<file path="src/rtl/qea_host_sequencer_if.sv">
// Signal bundle between the QEA host sequencer and its environment: job control, context
// stream, QEA context/state RAM ports, start/complete and the state readout stream.
interface qea_host_sequencer_if #(
  parameter int unsigned PE_NUM           = 4,
  parameter int unsigned DATA_WIDTH       = 32,
  parameter int unsigned MAX_QBIT_WIDTH   = 6,
  parameter int unsigned MAX_QBIT_NUM     = 16,
  parameter int unsigned STATE_ADDR_WIDTH = 16,
  parameter int unsigned CTX_ADDR_WIDTH   = 16,
  parameter int unsigned CNT_WIDTH        = 32
);
  localparam int unsigned RowW = PE_NUM * 2 * DATA_WIDTH;

  logic                        i_launch;
  logic                        i_abort;
  logic [MAX_QBIT_WIDTH-1:0]   i_qbit_num;
  logic [CTX_ADDR_WIDTH:0]     i_ins_num;
  logic [MAX_QBIT_NUM-1:0]     i_init_basis;
  logic                        i_ctx_valid;
  logic [2*DATA_WIDTH-1:0]     i_ctx_data;
  logic                        o_ctx_ready;
  logic                        o_ctx_en;
  logic                        o_ctx_wea;
  logic [CTX_ADDR_WIDTH-1:0]   o_ctx_addr;
  logic [2*DATA_WIDTH-1:0]     o_ctx_wdata;
  logic                        o_state_ena;
  logic                        o_state_wea;
  logic [STATE_ADDR_WIDTH-1:0] o_state_addra;
  logic [RowW-1:0]             o_state_dina;
  logic [RowW-1:0]             i_state_dout;
  logic                        o_start;
  logic                        i_complete;
  logic                        o_rd_valid;
  logic [RowW-1:0]             o_rd_data;
  logic                        o_rd_last;
  logic                        i_rd_ready;
  logic                        o_busy;
  logic                        o_done;
  logic                        o_error;
  logic [CNT_WIDTH-1:0]        o_cycle_count;

  modport master (
    input  i_launch, i_abort, i_qbit_num, i_ins_num, i_init_basis, i_ctx_valid, i_ctx_data,
           i_state_dout, i_complete, i_rd_ready,
    output o_ctx_ready, o_ctx_en, o_ctx_wea, o_ctx_addr, o_ctx_wdata, o_state_ena, o_state_wea,
           o_state_addra, o_state_dina, o_start, o_rd_valid, o_rd_data, o_rd_last, o_busy,
           o_done, o_error, o_cycle_count
  );

  modport slave (
    output i_launch, i_abort, i_qbit_num, i_ins_num, i_init_basis, i_ctx_valid, i_ctx_data,
           i_state_dout, i_complete, i_rd_ready,
    input  o_ctx_ready, o_ctx_en, o_ctx_wea, o_ctx_addr, o_ctx_wdata, o_state_ena, o_state_wea,
           o_state_addra, o_state_dina, o_start, o_rd_valid, o_rd_data, o_rd_last, o_busy,
           o_done, o_error, o_cycle_count
  );
endinterface

</file>
<file path="src/rtl/qea_host_sequencer.sv">
// Host-side sequencer for the QEA core: loads context, seeds a basis state, runs the core
// with a timeout and streams the final state vector out row by row.
module qea_host_sequencer #(
  parameter int unsigned PE_NUM_WIDTH     = 2,
  parameter int unsigned PE_NUM           = 4,
  parameter int unsigned DATA_WIDTH       = 32,
  parameter int unsigned NUM_FRAC_BIT     = 30,
  parameter int unsigned MAX_QBIT_WIDTH   = 6,
  parameter int unsigned MAX_QBIT_NUM     = 16,
  parameter int unsigned STATE_ADDR_WIDTH = 16,
  parameter int unsigned CTX_ADDR_WIDTH   = 16,
  parameter int unsigned READ_LATENCY     = 1,
  parameter int unsigned TIMEOUT_CYCLES   = 2**24,
  parameter int unsigned CNT_WIDTH        = 32
) (
  input logic                  clk,
  input logic                  rst_n,
  qea_host_sequencer_if.master bus
);
  localparam int unsigned LaneW = 2 * DATA_WIDTH;
  localparam int unsigned RowW  = PE_NUM * LaneW;
  localparam int unsigned InsW  = CTX_ADDR_WIDTH + 1;
  localparam int unsigned RowsW = STATE_ADDR_WIDTH + 1;
  localparam int unsigned LatW  = $clog2(READ_LATENCY + 1);
  localparam logic [DATA_WIDTH-1:0] One         = DATA_WIDTH'(1) << NUM_FRAC_BIT;
  localparam logic [CNT_WIDTH-1:0]  TimeoutLast = CNT_WIDTH'(TIMEOUT_CYCLES - 1);

  typedef enum logic [2:0] {
    StIdle, StLoadCtx, StInit, StStart, StRun, StRdIssue, StRdWait, StRdHold
  } state_e;

  state_e                      state_q;
  logic [InsW-1:0]             ins_num_q, ctx_cnt_q;
  logic [STATE_ADDR_WIDTH-1:0] last_row_q, k_row_q, row_q;
  logic [PE_NUM_WIDTH-1:0]     k_lane_q;
  logic [LatW-1:0]             lat_q;
  logic [CNT_WIDTH-1:0]        cnt_q, cycle_count_q;
  logic                        ctx_ready_q, ctx_en_q, state_ena_q, state_wea_q, start_q;
  logic                        rd_valid_q, rd_last_q, done_q, error_q;
  logic [CTX_ADDR_WIDTH-1:0]   ctx_addr_q;
  logic [LaneW-1:0]            ctx_wdata_q;
  logic [STATE_ADDR_WIDTH-1:0] state_addr_q;
  logic [RowW-1:0]             state_din_q, rd_data_q, init_row;
  logic [MAX_QBIT_WIDTH-1:0]   row_shift;
  logic [STATE_ADDR_WIDTH-1:0] last_row_d;
  logic                        launch_bad;

  assign launch_bad = (bus.i_qbit_num < MAX_QBIT_WIDTH'(PE_NUM_WIDTH))
                   || (bus.i_qbit_num > MAX_QBIT_WIDTH'(MAX_QBIT_NUM))
                   || (bus.i_ins_num == '0)
                   || (bus.i_ins_num > (InsW'(1) << CTX_ADDR_WIDTH))
                   || ((bus.i_init_basis >> bus.i_qbit_num) != '0);

  assign row_shift  = bus.i_qbit_num - MAX_QBIT_WIDTH'(PE_NUM_WIDTH);
  assign last_row_d = STATE_ADDR_WIDTH'((RowsW'(1) << row_shift) - RowsW'(1));

  // Lane 0 sits in the top slice of a row; the real part is the upper half of a lane.
  always_comb begin
    init_row = '0;
    for (int l = 0; l < PE_NUM; l++) begin
      if (PE_NUM_WIDTH'(l) == k_lane_q) begin
        init_row[(PE_NUM - 1 - l) * LaneW + DATA_WIDTH +: DATA_WIDTH] = One;
      end
    end
  end

  always_ff @(posedge clk or negedge rst_n) begin
    if (!rst_n) begin
      state_q       <= StIdle;
      ins_num_q     <= '0;
      ctx_cnt_q     <= '0;
      last_row_q    <= '0;
      k_row_q       <= '0;
      k_lane_q      <= '0;
      row_q         <= '0;
      lat_q         <= '0;
      cnt_q         <= '0;
      cycle_count_q <= '0;
      ctx_ready_q   <= 1'b0;
      ctx_en_q      <= 1'b0;
      ctx_addr_q    <= '0;
      ctx_wdata_q   <= '0;
      state_ena_q   <= 1'b0;
      state_wea_q   <= 1'b0;
      state_addr_q  <= '0;
      state_din_q   <= '0;
      start_q       <= 1'b0;
      rd_valid_q    <= 1'b0;
      rd_data_q     <= '0;
      rd_last_q     <= 1'b0;
      done_q        <= 1'b0;
      error_q       <= 1'b0;
    end else begin
      ctx_en_q <= 1'b0;
      start_q  <= 1'b0;
      done_q   <= 1'b0;
      if (bus.i_abort) begin
        state_q     <= StIdle;
        ctx_ready_q <= 1'b0;
        state_ena_q <= 1'b0;
        state_wea_q <= 1'b0;
        rd_valid_q  <= 1'b0;
        rd_last_q   <= 1'b0;
      end else begin
        unique case (state_q)
          StIdle: begin
            if (bus.i_launch) begin
              if (launch_bad) begin
                error_q <= 1'b1;
              end else begin
                error_q     <= 1'b0;
                ins_num_q   <= bus.i_ins_num;
                last_row_q  <= last_row_d;
                k_row_q     <= STATE_ADDR_WIDTH'(bus.i_init_basis >> PE_NUM_WIDTH);
                k_lane_q    <= bus.i_init_basis[PE_NUM_WIDTH-1:0];
                ctx_cnt_q   <= '0;
                ctx_ready_q <= 1'b1;
                state_q     <= StLoadCtx;
              end
            end
          end
          StLoadCtx: begin
            if (bus.i_ctx_valid && ctx_ready_q) begin
              ctx_en_q    <= 1'b1;
              ctx_addr_q  <= ctx_cnt_q[CTX_ADDR_WIDTH-1:0];
              ctx_wdata_q <= bus.i_ctx_data;
              ctx_cnt_q   <= ctx_cnt_q + InsW'(1);
              if (ctx_cnt_q == ins_num_q - InsW'(1)) begin
                ctx_ready_q <= 1'b0;
                row_q       <= '0;
                state_q     <= StInit;
              end
            end
          end
          StInit: begin
            state_ena_q  <= 1'b1;
            state_wea_q  <= 1'b1;
            state_addr_q <= row_q;
            state_din_q  <= (row_q == k_row_q) ? init_row : '0;
            row_q        <= row_q + STATE_ADDR_WIDTH'(1);
            if (row_q == last_row_q) state_q <= StStart;
          end
          StStart: begin
            state_ena_q <= 1'b0;
            state_wea_q <= 1'b0;
            start_q     <= 1'b1;
            cnt_q       <= '0;
            state_q     <= StRun;
          end
          StRun: begin
            if (!(&cnt_q)) cnt_q <= cnt_q + CNT_WIDTH'(1);
            if (bus.i_complete) begin
              cycle_count_q <= cnt_q;
              row_q         <= '0;
              state_ena_q   <= 1'b1;
              state_addr_q  <= '0;
              state_q       <= StRdIssue;
            end else if (cnt_q >= TimeoutLast) begin
              error_q <= 1'b1;
              state_q <= StIdle;
            end
          end
          StRdIssue: begin
            state_ena_q <= 1'b0;
            lat_q       <= LatW'(1);
            state_q     <= StRdWait;
          end
          StRdWait: begin
            if (lat_q == LatW'(READ_LATENCY)) begin
              rd_data_q  <= bus.i_state_dout;
              rd_valid_q <= 1'b1;
              rd_last_q  <= (row_q == last_row_q);
              state_q    <= StRdHold;
            end else begin
              lat_q <= lat_q + LatW'(1);
            end
          end
          StRdHold: begin
            if (bus.i_rd_ready) begin
              rd_valid_q <= 1'b0;
              rd_last_q  <= 1'b0;
              if (row_q == last_row_q) begin
                done_q  <= 1'b1;
                state_q <= StIdle;
              end else begin
                row_q        <= row_q + STATE_ADDR_WIDTH'(1);
                state_ena_q  <= 1'b1;
                state_addr_q <= row_q + STATE_ADDR_WIDTH'(1);
                state_q      <= StRdIssue;
              end
            end
          end
          default: state_q <= StIdle;
        endcase
      end
    end
  end

  assign bus.o_ctx_ready   = ctx_ready_q;
  assign bus.o_ctx_en      = ctx_en_q;
  assign bus.o_ctx_wea     = ctx_en_q;
  assign bus.o_ctx_addr    = ctx_addr_q;
  assign bus.o_ctx_wdata   = ctx_wdata_q;
  assign bus.o_state_ena   = state_ena_q;
  assign bus.o_state_wea   = state_wea_q;
  assign bus.o_state_addra = state_addr_q;
  assign bus.o_state_dina  = state_din_q;
  assign bus.o_start       = start_q;
  assign bus.o_rd_valid    = rd_valid_q;
  assign bus.o_rd_data     = rd_data_q;
  assign bus.o_rd_last     = rd_last_q;
  assign bus.o_busy        = (state_q != StIdle);
  assign bus.o_done        = done_q;
  assign bus.o_error       = error_q;
  assign bus.o_cycle_count = cycle_count_q;
endmodule

</file>
<file path="src/flat_wrapper.sv">
// flat-port wrapper written by rule: the top's interface ports become plain ports
module qea_host_sequencer_flat 
#(
  parameter int unsigned PE_NUM_WIDTH     = 2,
  parameter int unsigned PE_NUM           = 4,
  parameter int unsigned DATA_WIDTH       = 32,
  parameter int unsigned NUM_FRAC_BIT     = 30,
  parameter int unsigned MAX_QBIT_WIDTH   = 6,
  parameter int unsigned MAX_QBIT_NUM     = 16,
  parameter int unsigned STATE_ADDR_WIDTH = 16,
  parameter int unsigned CTX_ADDR_WIDTH   = 16,
  parameter int unsigned READ_LATENCY     = 1,
  parameter int unsigned TIMEOUT_CYCLES   = 2**24,
  parameter int unsigned CNT_WIDTH        = 32
)
  (clk, rst_n, bus_i_launch, bus_i_abort, bus_i_qbit_num, bus_i_ins_num, bus_i_init_basis, bus_i_ctx_valid, bus_i_ctx_data, bus_i_state_dout, bus_i_complete, bus_i_rd_ready, bus_o_ctx_ready, bus_o_ctx_en, bus_o_ctx_wea, bus_o_ctx_addr, bus_o_ctx_wdata, bus_o_state_ena, bus_o_state_wea, bus_o_state_addra, bus_o_state_dina, bus_o_start, bus_o_rd_valid, bus_o_rd_data, bus_o_rd_last, bus_o_busy, bus_o_done, bus_o_error, bus_o_cycle_count);
  qea_host_sequencer_if #(.PE_NUM(PE_NUM), .DATA_WIDTH(DATA_WIDTH), .MAX_QBIT_WIDTH(MAX_QBIT_WIDTH), .MAX_QBIT_NUM(MAX_QBIT_NUM), .STATE_ADDR_WIDTH(STATE_ADDR_WIDTH), .CTX_ADDR_WIDTH(CTX_ADDR_WIDTH), .CNT_WIDTH(CNT_WIDTH)) bus_i ();
  input logic clk;
  input logic rst_n;
  input wire logic [$bits(bus_i.i_launch)-1:0] bus_i_launch;
  input wire logic [$bits(bus_i.i_abort)-1:0] bus_i_abort;
  input wire logic [$bits(bus_i.i_qbit_num)-1:0] bus_i_qbit_num;
  input wire logic [$bits(bus_i.i_ins_num)-1:0] bus_i_ins_num;
  input wire logic [$bits(bus_i.i_init_basis)-1:0] bus_i_init_basis;
  input wire logic [$bits(bus_i.i_ctx_valid)-1:0] bus_i_ctx_valid;
  input wire logic [$bits(bus_i.i_ctx_data)-1:0] bus_i_ctx_data;
  input wire logic [$bits(bus_i.i_state_dout)-1:0] bus_i_state_dout;
  input wire logic [$bits(bus_i.i_complete)-1:0] bus_i_complete;
  input wire logic [$bits(bus_i.i_rd_ready)-1:0] bus_i_rd_ready;
  output wire logic [$bits(bus_i.o_ctx_ready)-1:0] bus_o_ctx_ready;
  output wire logic [$bits(bus_i.o_ctx_en)-1:0] bus_o_ctx_en;
  output wire logic [$bits(bus_i.o_ctx_wea)-1:0] bus_o_ctx_wea;
  output wire logic [$bits(bus_i.o_ctx_addr)-1:0] bus_o_ctx_addr;
  output wire logic [$bits(bus_i.o_ctx_wdata)-1:0] bus_o_ctx_wdata;
  output wire logic [$bits(bus_i.o_state_ena)-1:0] bus_o_state_ena;
  output wire logic [$bits(bus_i.o_state_wea)-1:0] bus_o_state_wea;
  output wire logic [$bits(bus_i.o_state_addra)-1:0] bus_o_state_addra;
  output wire logic [$bits(bus_i.o_state_dina)-1:0] bus_o_state_dina;
  output wire logic [$bits(bus_i.o_start)-1:0] bus_o_start;
  output wire logic [$bits(bus_i.o_rd_valid)-1:0] bus_o_rd_valid;
  output wire logic [$bits(bus_i.o_rd_data)-1:0] bus_o_rd_data;
  output wire logic [$bits(bus_i.o_rd_last)-1:0] bus_o_rd_last;
  output wire logic [$bits(bus_i.o_busy)-1:0] bus_o_busy;
  output wire logic [$bits(bus_i.o_done)-1:0] bus_o_done;
  output wire logic [$bits(bus_i.o_error)-1:0] bus_o_error;
  output wire logic [$bits(bus_i.o_cycle_count)-1:0] bus_o_cycle_count;
  assign bus_i.i_launch = bus_i_launch;
  assign bus_i.i_abort = bus_i_abort;
  assign bus_i.i_qbit_num = bus_i_qbit_num;
  assign bus_i.i_ins_num = bus_i_ins_num;
  assign bus_i.i_init_basis = bus_i_init_basis;
  assign bus_i.i_ctx_valid = bus_i_ctx_valid;
  assign bus_i.i_ctx_data = bus_i_ctx_data;
  assign bus_i.i_state_dout = bus_i_state_dout;
  assign bus_i.i_complete = bus_i_complete;
  assign bus_i.i_rd_ready = bus_i_rd_ready;
  assign bus_o_ctx_ready = bus_i.o_ctx_ready;
  assign bus_o_ctx_en = bus_i.o_ctx_en;
  assign bus_o_ctx_wea = bus_i.o_ctx_wea;
  assign bus_o_ctx_addr = bus_i.o_ctx_addr;
  assign bus_o_ctx_wdata = bus_i.o_ctx_wdata;
  assign bus_o_state_ena = bus_i.o_state_ena;
  assign bus_o_state_wea = bus_i.o_state_wea;
  assign bus_o_state_addra = bus_i.o_state_addra;
  assign bus_o_state_dina = bus_i.o_state_dina;
  assign bus_o_start = bus_i.o_start;
  assign bus_o_rd_valid = bus_i.o_rd_valid;
  assign bus_o_rd_data = bus_i.o_rd_data;
  assign bus_o_rd_last = bus_i.o_rd_last;
  assign bus_o_busy = bus_i.o_busy;
  assign bus_o_done = bus_i.o_done;
  assign bus_o_error = bus_i.o_error;
  assign bus_o_cycle_count = bus_i.o_cycle_count;
  qea_host_sequencer #(.PE_NUM_WIDTH(PE_NUM_WIDTH), .PE_NUM(PE_NUM), .DATA_WIDTH(DATA_WIDTH), .NUM_FRAC_BIT(NUM_FRAC_BIT), .MAX_QBIT_WIDTH(MAX_QBIT_WIDTH), .MAX_QBIT_NUM(MAX_QBIT_NUM), .STATE_ADDR_WIDTH(STATE_ADDR_WIDTH), .CTX_ADDR_WIDTH(CTX_ADDR_WIDTH), .READ_LATENCY(READ_LATENCY), .TIMEOUT_CYCLES(TIMEOUT_CYCLES), .CNT_WIDTH(CNT_WIDTH)) u_core (.clk(clk), .rst_n(rst_n), .bus(bus_i));
endmodule
</file>
<file path="config.mk">
export PLATFORM = sky130hd
export DESIGN_NAME = qea_host_sequencer_flat
export DESIGN_NICKNAME = d
export VERILOG_FILES = /design/src/rtl/qea_host_sequencer_if.sv /design/src/rtl/qea_host_sequencer.sv /design/src/flat_wrapper.sv
export SDC_FILE = /design/constraint.sdc
export NUM_CORES = 1
export LEC_CHECK = 0
export CELL_PAD_IN_SITES_DETAIL_PLACEMENT = 0
export CELL_PAD_IN_SITES_GLOBAL_PLACEMENT = 1
export CORE_AREA = 2 2 392 394
export CTS_CLUSTER_DIAMETER = 50
export CTS_CLUSTER_SIZE = 40
export DETAILED_ROUTE_END_ITERATION = 12
export DIE_AREA = 0 0 394 396
export DONT_BUFFER_PORTS = 1
export PLACE_DENSITY_LB_ADDON = 0.05
export SLEW_MARGIN = 5
export SYNTH_ARGS = -nofsm -noshare
export SYNTH_HDL_FRONTEND = slang
export SYNTH_SLANG_ARGS = --single-unit
</file>
<file path="constraint.sdc">
create_clock -name clk -period 4.9 [get_ports clk]
set_input_delay 0.98 -clock clk [delete_from_list [all_inputs] [get_ports clk]]
set_output_delay 0.98 -clock clk [all_outputs]
set_load 0.02 [all_outputs]
</file>
# Yosys cells after proc, flatten, opt, wreduce, memory -nomap -nowiden
# Cells that the tools add are included.
dict set report word_totals {
  word_cells 175
  inputBits 366
  reg_bits 767
}
dict set report op_classes {
  eq_ne 33
  mux 66
  order_cmp 4
  bitwise 2
  reduce_logical 37
  shifts 2
  add_sub_neg 7
}
# operator count
set ops {}
lappend ops {{$mux 256} 1}
lappend ops {{$mux 31} 4}
lappend ops {{$mux 16} 5}
lappend ops {{$pmux 16 s4} 1}
lappend ops {{$pmux 32 s2} 1}
lappend ops {{$mux 17} 3}
lappend ops {{$pmux 16 s3} 1}
lappend ops {{$pmux 17 s2} 1}
lappend ops {{$mux 3} 11}
lappend ops {{$add 32x1->32 const B} 1}
lappend ops {{$ge 32x24->1 const B} 1}
lappend ops {{$mux 32} 1}
lappend ops {{$reduce_and 32->1} 1}
lappend ops {{$mux 1} 29}
lappend ops {{$pmux 3 s8} 1}
lappend ops {{$reduce_and 5->1} 4}
lappend ops {{$add 17x1->17 const B} 1}
lappend ops {{$eq 17x17->1} 1}
lappend ops {{$gt 17x17->1 const B} 1}
lappend ops {{$logic_not 17->1} 1}
lappend ops {{$sub 17x1->17 const B} 1}
lappend ops {{$add 16x1->16 const B} 1}
lappend ops {{$eq 16x14->1} 1}
lappend ops {{$eq 16x16->1} 1}
lappend ops {{35 further kinds} 77}

# Longest topological paths before layout
dict set report logic_depth {
  depth_word 9
  mapped_depth 15
}

# Least setup slack after synthesis
# Ideal clock, no wire load.
dict set report synth_path {
  path_type {input port to flip-flop}
  from {in bus_i_qbit_num[1]}
  to {reg u_core.last_row_q[12]}
  setup_ns 0.077
  arrival_ns 3.624
  path_stages 15
  setup_slack_ns 1.198
  cell_sequence {buf_6 > inv_2 > ha_1 > clkbuf_1 > nor3b_1 > xor2_1 > clkbuf_1 > nor2_1 > nand4_1 > ha_1 > clkbuf_1 > o31a_1 > o21ai_0 > xor2_1 > a21oi_1}
}
dict set report synth_via {
  elab_chain_cells 7
  word_cells_on_any_way 13
}
# item line_no
set synth_lines {}
lappend synth_lines {{start, declared} flat_wrapper.sv:22} ;# input wire logic [$bits(bus_i.i_qbit_num)-1:0] bus_i_qbit_num;
lappend synth_lines {{branches (longest 7 deep; another with $sub 16x2->16)} n/a}
lappend synth_lines {{end signal, assigned} qea_host_sequencer.sv:113} ;# last_row_q <= last_row_d;
lappend synth_lines {{end, declared} qea_host_sequencer.sv:34} ;# logic [STATE_ADDR_WIDTH-1:0] last_row_q, k_row_q, row_q;
# Several ways; the timed one is not identified.
# A chain may end at the register's enable or synchronous reset.

# Worst setup path after layout
dict set report layout_path {
  from {reg u_core.ins_num_q[0]}
  to {reg u_core.row_q[5]}
}
dict set report layout_via {
  elab_chain_cells 4
}
# item line_no
set layout_lines {}
lappend layout_lines {{start, declared} qea_host_sequencer.sv:33} ;# logic [InsW-1:0] ins_num_q, ctx_cnt_q;
lappend layout_lines {{start signal, assigned} qea_host_sequencer.sv:112} ;# ins_num_q <= bus.i_ins_num;
lappend layout_lines {{$sub 17x1->17} qea_host_sequencer.sv:128} ;# if (ctx_cnt_q == ins_num_q - InsW'(1)) begin
lappend layout_lines {{$eq 17x17->1} qea_host_sequencer.sv:128}
lappend layout_lines {{$ne 2x1->1 (no line)} n/a}
lappend layout_lines {{$reduce_and 7->1 (no line)} n/a}
lappend layout_lines {{end signal, assigned} qea_host_sequencer.sv:140} ;# row_q <= row_q + STATE_ADDR_WIDTH'(1);
lappend layout_lines {{end signal, assigned} qea_host_sequencer.sv:186} ;# row_q <= row_q + STATE_ADDR_WIDTH'(1);
lappend layout_lines {{end, declared} qea_host_sequencer.sv:34}
# No other way between the ends.

==> metrics.txt <==
status=completed; Synth Cell Area=0.0249 mm2; Routed Antenna Nets=0; Clock Power Share=61.1%; combinational share of power=4.0%; Worst-path clk slew=0.06 ns; Setup TNS Final=0 ns; Synth-to-Final Area Change=20.8%; Critical Path AT=4.03 ns; Post-synth EDFFs=0; Remaining DRCs=0; initial antenna violation count=55; relative slew slack=25.6%; critical path peak fanout=10; CP delay by family, top=simple AND/OR/NAND/NOR gates; Fmax=287 MHz; Slew @ Worst Pin=1.12 ns; net switching power=3.17 mW; Cells after Synth=2278; clock skew=0.0248 ns; starting density of the core=16.4%; maximum VDD drop=0.000236 V; largest net degree at the start of global routing=516; M3 GR Usage=4.20%; Buf+Inv Stages, Crit Path=2; Layout Nets=2661; total CTS buffers=107; core box area=0.152 mm2; worst skew pair latency=0.70 ns; share of cells above drive strength 1=24.1%; Crit path required time=5.45 ns; GRT Overall Usage=13.7%; CP endpoint kind=flop; Synth area leader=dfrtp_1; Yosys top cell area share=51.8%; Reg2Reg Depth=10; MaxCap Viol Count=0; CTS tree=done; Hold Fails Final Rpt=0; gr busiest metal=met2; fin cells=4411; syn avg cell area=10.9 um2; die height=396 um; root buffer cell=clkbuf_16; r2r endpoint=u_core.row_q[5]; dpl hpwl=83600 um; Reg2Reg Setup Slack=1.42 ns; Crit Path Class=reg2reg; CTS sink count=515; total routed wirelength=111000 um; vias in the first global route=17801; number of I/O port buffers=0; critical-path cell list=inv_1 -> ha_1 -> nor3b_2 -> a41o_1 -> nand4_1 -> nor4_1 -> and4_1 -> and2_1 -> buf_4 -> o211ai_1; Setup Buffers After CTS=0; vias per inst=3.83; setup repair after global routing missed its margin=false; sequential area share after synthesis=51.8%; slowest CP cell=nor3b_2; # IOs=1017; share of power burned in registers=35.0%; total number of vias=16890; H-tree Lvls=3; grt ovf=0; min cycle time layout=3.48 ns; synth warn=0; Design Power=12.7 mW; DR pass1 iterations=5; switching share of total power=25.0%; Final Cycle Share=71.0%; wire per inst=25.1 um; Fillers=16545; Critical R2R Launch=u_core.ins_num_q[0]; Cell variety after synth=76; Post-CTS Resized=0; Routability Congestion=0.816; async set-or-reset flop fraction in the synthesized netlist=100%; Synth area leaders=dfrtp_1 (52%), mux2_2 (15%), buf_4 (7.7%); first-pass GRT wire length=151000 um; final setup violation count=0; met1 Usage GRT=15.2%; PwrDens=422 mW/mm2; #FFs+latches synth=515; Synth Flop Type=dfrtp_1; met2 usage in global routing=25.3%; FP Rows=143; Pint=9.49 mW; Worst Setup Start Kind=flop; CTS max path bufs=3; Tightest Hold Check Type=in2async; Pleak=14.3 nW; Placed Cells=4203; Die Wd=394 um; 1st-iter DRT viols=831; full die area=0.156 mm2; slowest stage delay, CP=0.56 ns; Fin Hold WS=0.119 ns; max-slew violation count=0
sequential cells by signal (all words and copies together), names as in the netlist, 2 cells and up:
name and cells:
u_core.bus.o_ctx_wdata 64, u_core.last_row_q 16, u_core.bus.o_state_dina 4, u_core.row_q 16, u_core.bus.o_ctx_addr 16, u_core.state_q 3, u_core.bus.o_state_addra 16, u_core.bus.o_rd_data 256
u_core.cnt_q 32, u_core.k_lane_q 2, u_core.ctx_cnt_q 17, u_core.bus.o_cycle_count 32, u_core.k_row_q 14, u_core.ins_num_q 17
cell families after synthesis:
group | after synthesis | share of synthesized area, %
other | 1 | 0.0151
AO/OA/AOI/OAI | 251 | 6.76
adder cells (fa/ha/maj) | 10 | 0.503
multiplexers | 328 | 14.8
buffers and inverters | 413 | 10.3
AND/OR/NAND/NOR | 679 | 12.9
XOR/XNOR | 81 | 2.85
flip-flops | 515 | 51.8
cell usage in the layout (no fill, tap or decap), types with 31 or more instances in the layout:
cell / count
and3_1: 32
a21oi_1: 62
nand2_1: 306
nor2_1: 96
buf_4: 33
nor4_1: 45
xnor2_1: 31
nor3_1: 39
conb_1: 252
xor2_1: 50
clkbuf_16: 109
nand3_1: 57
dfrtp_1: 515
o21ai_0: 68
mux2_2: 321
stage by stage:
stage | setup WS (ns) | cell area [um2] | util (%)
after CTS | 1.27 | 30000 | 19.8
after global placement | 0.686 | 26200 | 17.3
after detailed placement | 0.700 | 26200 | 17.3
after global routing | 1.10 | 30000 | 19.8
final | 1.42 | 30000 | 19.8
after floorplan | 1.20 | 25800 | -
area by class of cell:
| class | count | area [um2] | share of cell area [%] |
|---|---|---|---|
| diodes | 4 | 10.0 | 0.0333 |
| multi-input cells | 1601 | 10400 | 34.5 |
| flip-flops and latches | 515 | 12900 | 42.9 |
| clock buffers | 129 | 2900 | 9.67 |
| repair buffers | 38 | 345 | 1.15 |
| well taps | 2030 | 2540 | 8.46 |
| clock inverters | 72 | 895 | 2.98 |
| inverters | 22 | 85.1 | 0.283 |
worst max path at each step:
stage	startpoint	to	slack [ns]	cells past startpoint
floorplan	bus_i_qbit_num[1]	u_core.last_row_q[12]	1.20	15
finish	u_core.ins_num_q[0]	u_core.row_q[5]	1.42	10
CTS	u_core.ins_num_q[0]	u_core.row_q[13]	1.27	10
detailed placement	bus_i_ins_num[10]	u_core.ctx_cnt_q[14]	0.70	7
global placement	bus_i_ins_num[10]	u_core.ctx_cnt_q[14]	0.69	7
global route	u_core.ins_num_q[0]	u_core.row_q[13]	1.10	10
synth_stat cells, types with 22 or more instances:
master	n
nand2_1	306
dfrtp_1	515
mux2_2	321
nand4_1	22
a21oi_1	62
and3_1	32
xor2_1	50
nand3_1	57
o21ai_0	68
clkbuf_1	119
xnor2_1	31
buf_4	255
nor2_1	96
nor4_1	46
nor3_1	39
per-layer routing:
| metal | up-vias | routed length, um |
|---|---|---|
| li1 | 7449 | - |
| met1 | 8464 | 41100 |
| met5 | - | 125 |
| met4 | 18 | 2480 |
| met3 | 202 | 8340 |
| met2 | 757 | 58500 |
power groups by stage:
stage	registers (mW)	clock network [mW]	logic, mW
global placement	4.50	0	0.467
finish	4.43	7.73	0.505
global route	4.44	8.21	0.560
detailed placement	4.50	0	0.466
CTS	4.43	8.03	0.468
floorplan	4.45	0	0.564
(Power assumes the default switching activity.)
